[src/rtl/address_mem_encoder.sv]
// address_mem_encoder
//   Small content-addressable table: maps stored addresses to entry indices.
//   Lookups are purely combinational; writes and clears act on the rising
//   clock edge. Each entry holds a valid bit and an IN_W-bit address.
//
// Ports
//   clock            : single clock, rising-edge state updates
//   reset            : asynchronous, active-low; invalidates and zeroes all entries
//   we               : store addr_in into the lowest free entry (if not present)
//   clear            : free the entry holding addr_in (takes precedence over we)
//   addr_in          : lookup / write / clear address
//   addr_out         : matching entry index, else lowest free index, else 0
//   not_selected     : high when addr_in matches no valid entry
//   address_conflict : we AND match
//   free_space       : high when at least one entry is invalid
module address_mem_encoder #(
    parameter int OUT_W = 3,
    parameter int IN_W  = 16
) (
    input  logic             clock,
    input  logic             reset,
    input  logic             we,
    input  logic             clear,
    input  logic [IN_W-1:0]  addr_in,
    output logic [OUT_W-1:0] addr_out,
    output logic             not_selected,
    output logic             address_conflict,
    output logic             free_space
);

    localparam int DEPTH = 2 ** OUT_W;

    logic [DEPTH-1:0] valid;
    logic [IN_W-1:0]  mem [DEPTH];

    logic             hit;
    logic [OUT_W-1:0] hit_idx;
    logic [OUT_W-1:0] free_idx;

    // Duplicates are never stored, so at most one entry can hit.
    always_comb begin
        hit     = 1'b0;
        hit_idx = '0;
        for (int i = 0; i < DEPTH; i++) begin
            if (valid[i] && (mem[i] == addr_in)) begin
                hit     = 1'b1;
                hit_idx = OUT_W'(i);
            end
        end
    end

    // Scan from the top down so the lowest invalid index wins; stays 0 when full.
    always_comb begin
        free_idx = '0;
        for (int i = DEPTH - 1; i >= 0; i--) begin
            if (!valid[i]) begin
                free_idx = OUT_W'(i);
            end
        end
    end

    assign free_space       = ~&valid;
    assign not_selected     = ~hit;
    assign address_conflict = we & hit;
    assign addr_out         = hit ? hit_idx : free_idx;

    always_ff @(posedge clock or negedge reset) begin
        if (!reset) begin
            valid <= '0;
            for (int i = 0; i < DEPTH; i++) begin
                mem[i] <= '0;
            end
        end else if (clear) begin
            // Clear wins over a simultaneous write; data bits are left in place.
            if (hit) begin
                valid[hit_idx] <= 1'b0;
            end
        end else if (we && !hit && free_space) begin
            valid[free_idx] <= 1'b1;
            mem[free_idx]   <= addr_in;
        end
    end

endmodule

[config.mk]
export PLATFORM = sky130hd
export DESIGN_NAME = address_mem_encoder
export DESIGN_NICKNAME = d
export VERILOG_FILES = /design/src/rtl/address_mem_encoder.sv
export SDC_FILE = /design/constraint.sdc
export NUM_CORES = 1
export LEC_CHECK = 0
export CAP_MARGIN = 10
export CORE_ASPECT_RATIO = 0.6
export CORE_MARGIN = 2
export CORE_UTILIZATION = 36
export CTS_CLUSTER_DIAMETER = 150
export DETAILED_ROUTE_END_ITERATION = 7
export GPL_TIMING_DRIVEN = 0
export HOLD_SLACK_MARGIN = 0.03
export PLACE_DENSITY = 0.55
export REMOVE_ABC_BUFFERS = 1
export SYNTH_ARGS = -nofsm -noshare
export SYNTH_HDL_FRONTEND = slang
export SYNTH_SLANG_ARGS = --single-unit
[constraint.sdc]
create_clock -name clock -period 6.95 [get_ports clock]
set_clock_uncertainty 0.1 [all_clocks]
set_input_delay 1.39 -clock clock [delete_from_list [all_inputs] [get_ports clock]]
set_output_delay 1.39 -clock clock [all_outputs]
set_load 0.05 [all_outputs]
==> flow_metrics.tcl, run 1 <==
set metrics [dict create \
    status "finished clean" \
    critPathTopFamily "buffers and inverters" \
    syn_to_final_growth_pct 12.47 \
    synth_ff_type "dfrtp_1" \
    drt_pre_antenna_iters 5 \
    worst_pin_slew_ps 1013 \
    num-nets-final 633 \
    start_kind "input port" \
    ir_drop_uv 168.0 \
    antenna_cells 0 \
    initialDrtViolationCount 316 \
    fin_tns_setup_ps 0 \
    fillers 1895 \
    period_share_pct 98.03 \
    top_usage_layer "met1" \
    clock-sinks 136 \
    vias_per_cell 5.227 \
    crit_chain "dlygate4sd2_1 -> xor2_1 -> or4_1 -> or4_1 -> o32ai_1 -> and4b_1 -> a21oi_1 -> clkdlybuf4s50_1" \
    grtUsageMet1_pct 26.39 \
    maxCapViolCount 0 \
    p_leak_nw 3.509 \
    synth_area_um2 7373 \
    syn_area_per_cell_um2 12.05 \
    crit_path_max_incr_delay_ps 860 \
    met3_usage_pct 3.236 \
    grt_pass1_vias 4758 \
    crit_path_frequent_cell "or4_1" \
    synth-seq-area-share_pct 46.16 \
    drive_above_1_share_pct 28.91 \
    pin_count 26 \
    drt-total-wl_um 17700 \
    overflow 0 \
    antenna_found_initial 0 \
    required_ps 5460 \
    numCtsBuffers 17 \
    num_rows 40 \
    endpoint_kind "primary output" \
    synth_edf_count 0 \
    drv_slew 0 \
    cts_tree "done" \
    postSynthCellCount 612 \
    setup-violations-final 0 \
    fmax_ghz 0.1468 \
    antenna_left 0 \
    synth_cell_types 53 \
    grt_pass1_wl_um 27970 \
    hpwlAfterDp_um 11690 \
    rsz0062_at_grt "no" \
    crit_buf_inv 2 \
    hold_viol_final 0 \
    vias 4699 \
    clk_latency_ps 420 \
    worst_ep_arrival_time_ps 5320 \
    core-area_um2 20070 \
    slew_headroom_pct 32.46 \
    fin_crit_ps 6813 \
    critPathMaxFanout 16 \
    clk_path_buf_depth 2 \
    cts_hold_buf 0 \
    grt_max_degree 81 \
    fin_area_um2 8293 \
    synthArstFlopShare_pct 100.0 \
    post-route-drc-count 0 \
    path_clk_slew_ps 50 \
    root_buffer "clkbuf_16" \
    grt_use_total_pct 17.39 \
    chipHeight_um 114.9 \
    portBuffers 25 \
    die_area_um2 21680 \
    slowest_stage "dlygate4sd2_1" \
    hold_class "reg -> reg" \
    avgRoutedWirePerCell_um 19.69 \
    ys_warn_count 0 \
    die_w_um 188.8 \
    path_class "in -> out" \
    powerDensity_nw_per_um2 343.4 \
    met2_usage_pct 24.95 \
    post_cts_buffers 0 \
    ys_ff_latch 136 \
    h-tree-depth 4 \
    place.gp.congestion 0.8705 \
    start_util_pct 36.74 \
    dpl_cell_area_um2 7734 \
]
## synth_stat cells (5+ instances only)
master	number	share of area, %
nand4_1	31	2.6
xor2_1	39	4.6
or4_1	10	1.0
nand3_1	16	1.1
nand2_1	21	1.1
clkbuf_1	17	0.87
mux2_4	10	2.0
nor2_1	10	0.51
nor3_1	8	0.54
dfrtp_1	136	46
xnor2_1	90	11
buf_6	7	1.1
nor4_1	12	1.0
nand3_2	5	0.68
inv_1	5	0.25
mux2_1	5	0.76
a21oi_1	8	0.54
buf_2	12	0.81
mux2_2	113	17
## worst paths after layout
kind	start	end	slack, ps	cells after the start
worst max-delay path	addr_in[10]	addr_out[0]	140	8
worst min-delay path	mem[27]	mem[27]	410	1
worst max register to register	mem[103]	mem[107]	3390	7
worst min register to register	mem[27]	mem[27]	410	1
max in group asynchronous	reset	mem[45]	5110	2
min in group asynchronous	reset	mem[67]	830	1
## routing by layer
metal	share of wire, %	up-vias
li1	-	2187
met1	54	2406
met2	41	86
met3	3.2	20
met4	1.1	0
met5	0	-
## per-stage QoR
| step | cells | utilization (%) | power, mW | worst slack [ps] | hold WS, ps |
|---|---|---|---|---|---|
| 2_1_floorplan | 568 | - | 1.736 | 1246 | 384.3 |
| 3_3_place_gp | 866 | 38.39 | 1.945 | -1066 | 396.1 |
| 3_5_place_dp | 867 | 38.53 | 1.973 | -369.8 | 407.1 |
| 4_1_cts | 899 | 41.41 | 2.875 | 1.432 | 419.6 |
| 5_1_grt | 899 | 41.32 | 3.012 | 11.23 | 429.6 |
| 6_report | 899 | 41.32 | 2.848 | 137.0 | 413.4 |
## worst register-to-register path, cell delays in order (launching register included)
cell and delay, ps:
dfrtp_1 390, xor2_1 160, or4_1 540, or4_1 540, o32ai_1 270, and4b_1 530
nand4b_2 520, mux2_2 400
## cells in the final DEF, fill, tap and decap left out, types with 3 or more instances in the layout
cell type	n
clkbuf_2	6
mux2_2	113
xnor2_1	90
nand3_2	5
nand3_1	16
nor4_1	12
clkinv_2	4
nand2_1	21
nor2_1	10
mux2_1	5
clkdlybuf4s15_2	7
a21oi_1	8
xor2_1	39
clkbuf_16	17
a31oi_1	4
or4b_2	3
or4_1	10
clkbuf_1	4
clkbuf_8	3
nand4_1	31
dfrtp_1	136
and2_1	4
nor3_1	8
clkdlybuf4s50_1	8
inv_1	5
mux2_4	10
## cell families (layout without fill, tap and decap cells)
logic type | Yosys count | count (layout) | share of synthesized area, %
AND/OR/NAND/NOR | 141 | 141 | 11.84
flip-flops | 136 | 136 | 46.16
XOR/XNOR | 129 | 129 | 15.32
multiplexers | 128 | 128 | 20.06
buffers and inverters | 49 | 63 | 3.784
AO/OA/AOI/OAI | 29 | 29 | 2.834
## final cells by class
class	instances	area (um^2)	share of cell area, %
multi-input cells	427	3691	44.51
flip-flops and latches	136	3403	41.04
clock buffers	24	481.7	5.809
well taps	273	341.6	4.119
repair buffers	26	261.5	3.153
clock inverters	8	95.09	1.147
inverters	5	18.77	0.2263
## flip-flops by register name, indices dropped and copies added, names as in the netlist
signal	count
mem	128
valid	8
## power by group
part	leakage, nW	switching (mW)	internal (mW)
clock network	0.280	0.335	0.554
registers	1.73	0.151	1.01
logic	1.50	0.400	0.401
total	3.51	0.886	1.96
## what timing repair did
item | 4_1_cts | 5_1_grt
resized for setup | 28 | 14
endpoints found under the hold margin | 0 | 0
gates cloned | 0 | 0
setup endpoints to repair | 3 | 2
Note: power is estimated with default switching activity, not from simulation.
==> run 2: changes to the inputs <==
CORE_MARGIN = 1.5   (was 2)
==> flow_metrics.tcl, run 2 (synthesis results as in run 1) <==
set metrics [dict create \
    slew_headroom_pct 29.18 \
    rsz0062_at_grt "no" \
    fin_tns_setup_ps 0 \
    drt-total-wl_um 18070 \
    status "finished clean" \
    total_power_mw 2.887 \
    final_cell_mix "dfrtp_1 (136), mux2_2 (113), xnor2_1 (90)" \
    overflow 0 \
    pin_count 26 \
    start_kind "input port" \
    initialDrtViolationCount 461 \
    crit_buf_inv 2 \
    antenna_found_initial 0 \
    p_leak_nw 3.524 \
    clock-sinks 136 \
    grt_use_total_pct 17.75 \
    endpoint_kind "primary output" \
    multi_input_area_um2 3691 \
    fin_crit_ps 6845 \
    drive_above_1_share_pct 29.51 \
    reg.largest.list "mem (128), valid (8)" \
    hpwlAfterDp_um 11890 \
    crit_cells 9 \
    required_ps 5460 \
    post-route-drc-count 0 \
    root_buffer "clkbuf_16" \
    hold_class "reg -> reg" \
    powerDensity_nw_per_um2 345.9 \
    slowest_stage "dlygate4sd2_1" \
    avgRoutedWirePerCell_um 20.05 \
    clk_path_buf_depth 2 \
    worstRegToRegCells 7 \
    worst_pin_slew_ps 1061 \
    largest_reg_flops 128 \
    num_rows 40 \
    hold_viol_final 0 \
    final_common_cell "dfrtp_1" \
    chipHeight_um 113.9 \
    crit_chain "dlygate4sd2_1 -> xnor2_1 -> or4b_2 -> or4_1 -> a211oi_1 -> o311a_1 -> a211oi_1 -> a21oi_1 -> clkdlybuf4s50_1" \
    die_area_um2 21380 \
    maxCapViolCount 0 \
    die_w_um 187.8 \
    crit_path_max_incr_delay_ps 870 \
    critPathTopFamily "buffers and inverters" \
    syn_to_final_growth_pct 13.19 \
    antenna_left 0 \
    worst_ep_arrival_time_ps 5350 \
    place.gp.congestion 0.8619 \
    portBuffers 25 \
    clk_latency_ps 420 \
    seq_area_um2 3403 \
    h-tree-depth 4 \
    start_util_pct 36.83 \
    critPathMaxFanout 16 \
    hp-start "mem[95]" \
    vias 4760 \
    drv_slew 0 \
    drt_pre_antenna_iters 5 \
    grt_pass1_vias 4922 \
    fmax_ghz 0.1461 \
    hold_depth 1 \
    r2r_start "mem[72]" \
    path_clk_slew_ps 60 \
    period_share_pct 98.49 \
    cts_hold_buf 0 \
    fillers 1889 \
    grt_pass1_wl_um 28160 \
    crit_path_frequent_cell "a211oi_1" \
    regMostFlops "mem" \
    grt_max_degree 87 \
    numCtsBuffers 17 \
    holdPathEnd "mem[95]" \
    setup-violations-final 0 \
    ir_drop_uv 182.7 \
    path_class "in -> out" \
    core-area_um2 20020 \
    vias_per_cell 5.283 \
    cts_tree "done" \
    r2r-end "mem[106]" \
    num-nets-final 634 \
    reg2reg_slack_ps 3180 \
]
==> run 2: cell count changes in the layout (fill, tap and decap cells not counted), sizes merged <==
cell and change:
clkinv +1, bufinv +1, clkinvlp +3, clkbuf -8
buf +1, dlygate4sd2 +1, clkdlybuf4s15 +2, diode +1
==> run 2: power breakdown <==
part | leakage [nW] | switching, mW | internal (mW)
clock | 0.287 | 0.351 | 0.579
combinational | 1.51 | 0.402 | 0.402
sequential | 1.73 | 0.147 | 1.01
==> run 2: layout make-up <==
class | count | area share (%)
clock buffer | 19 | 5.427
antenna | 1 | 0.02999
sequential | 136 | 40.78
timing repair buffer | 27 | 3.388
inverter | 5 | 0.2249
multi-input combinational | 427 | 44.23
clock inverter | 13 | 1.829
tap | 273 | 4.093
==> run 2: worst register-to-register path, delay by kind of cell, from the launching register on <==
kind | cells | cell delay [ps]
flops | 1 | 390
xor+xnor | 1 | 170
compound gates | 1 | 230
simple gates | 4 | 2370
mux | 1 | 400
==> run 2: worst max path at each step <==
stage	slack [ps]	startpoint	to
after global placement	-1010	reset	mem[90]
after floorplan	1250	addr_in[7]	addr_out[0]
after detailed placement	-450	addr_in[5]	addr_out[0]
after CTS	0.4	addr_in[13]	addr_out[0]
final	110	addr_in[1]	addr_out[0]
after global routing	20	addr_in[10]	addr_out[0]
==> run 2: through the flow <==
step	area, um^2	setup WS [ps]	utilization [%]	hold slack, ps	instances
floorplan	7113	1246	-	384.3	568
CTS	8344	0.4308	41.68	421.2	899
detailed placement	7734	-446.5	38.63	407.8	867
finish	8346	105.2	41.69	414.9	901
global route	8343	23.82	41.68	430.8	900
global placement	7705	-1014	38.49	399.3	866
==> run 2: what timing repair did <==
| action | 4_1_cts | 5_1_grt |
|---|---|---|
| pin swaps | 0 | 0 |
| endpoints found under the setup margin | 3 | 2 |
| buffers inserted | 0 | 0 |
| resized for setup | 32 | 8 |
==> run 2: layer usage <==
metal,vias to the layer above,GRT usage [%],part of all wire (%)
met5,-,0,0
met2,104,26.22,43
met4,0,5.387,1.3
li1,2181,-,-
met3,29,4.338,4.2
met1,2446,25.65,52
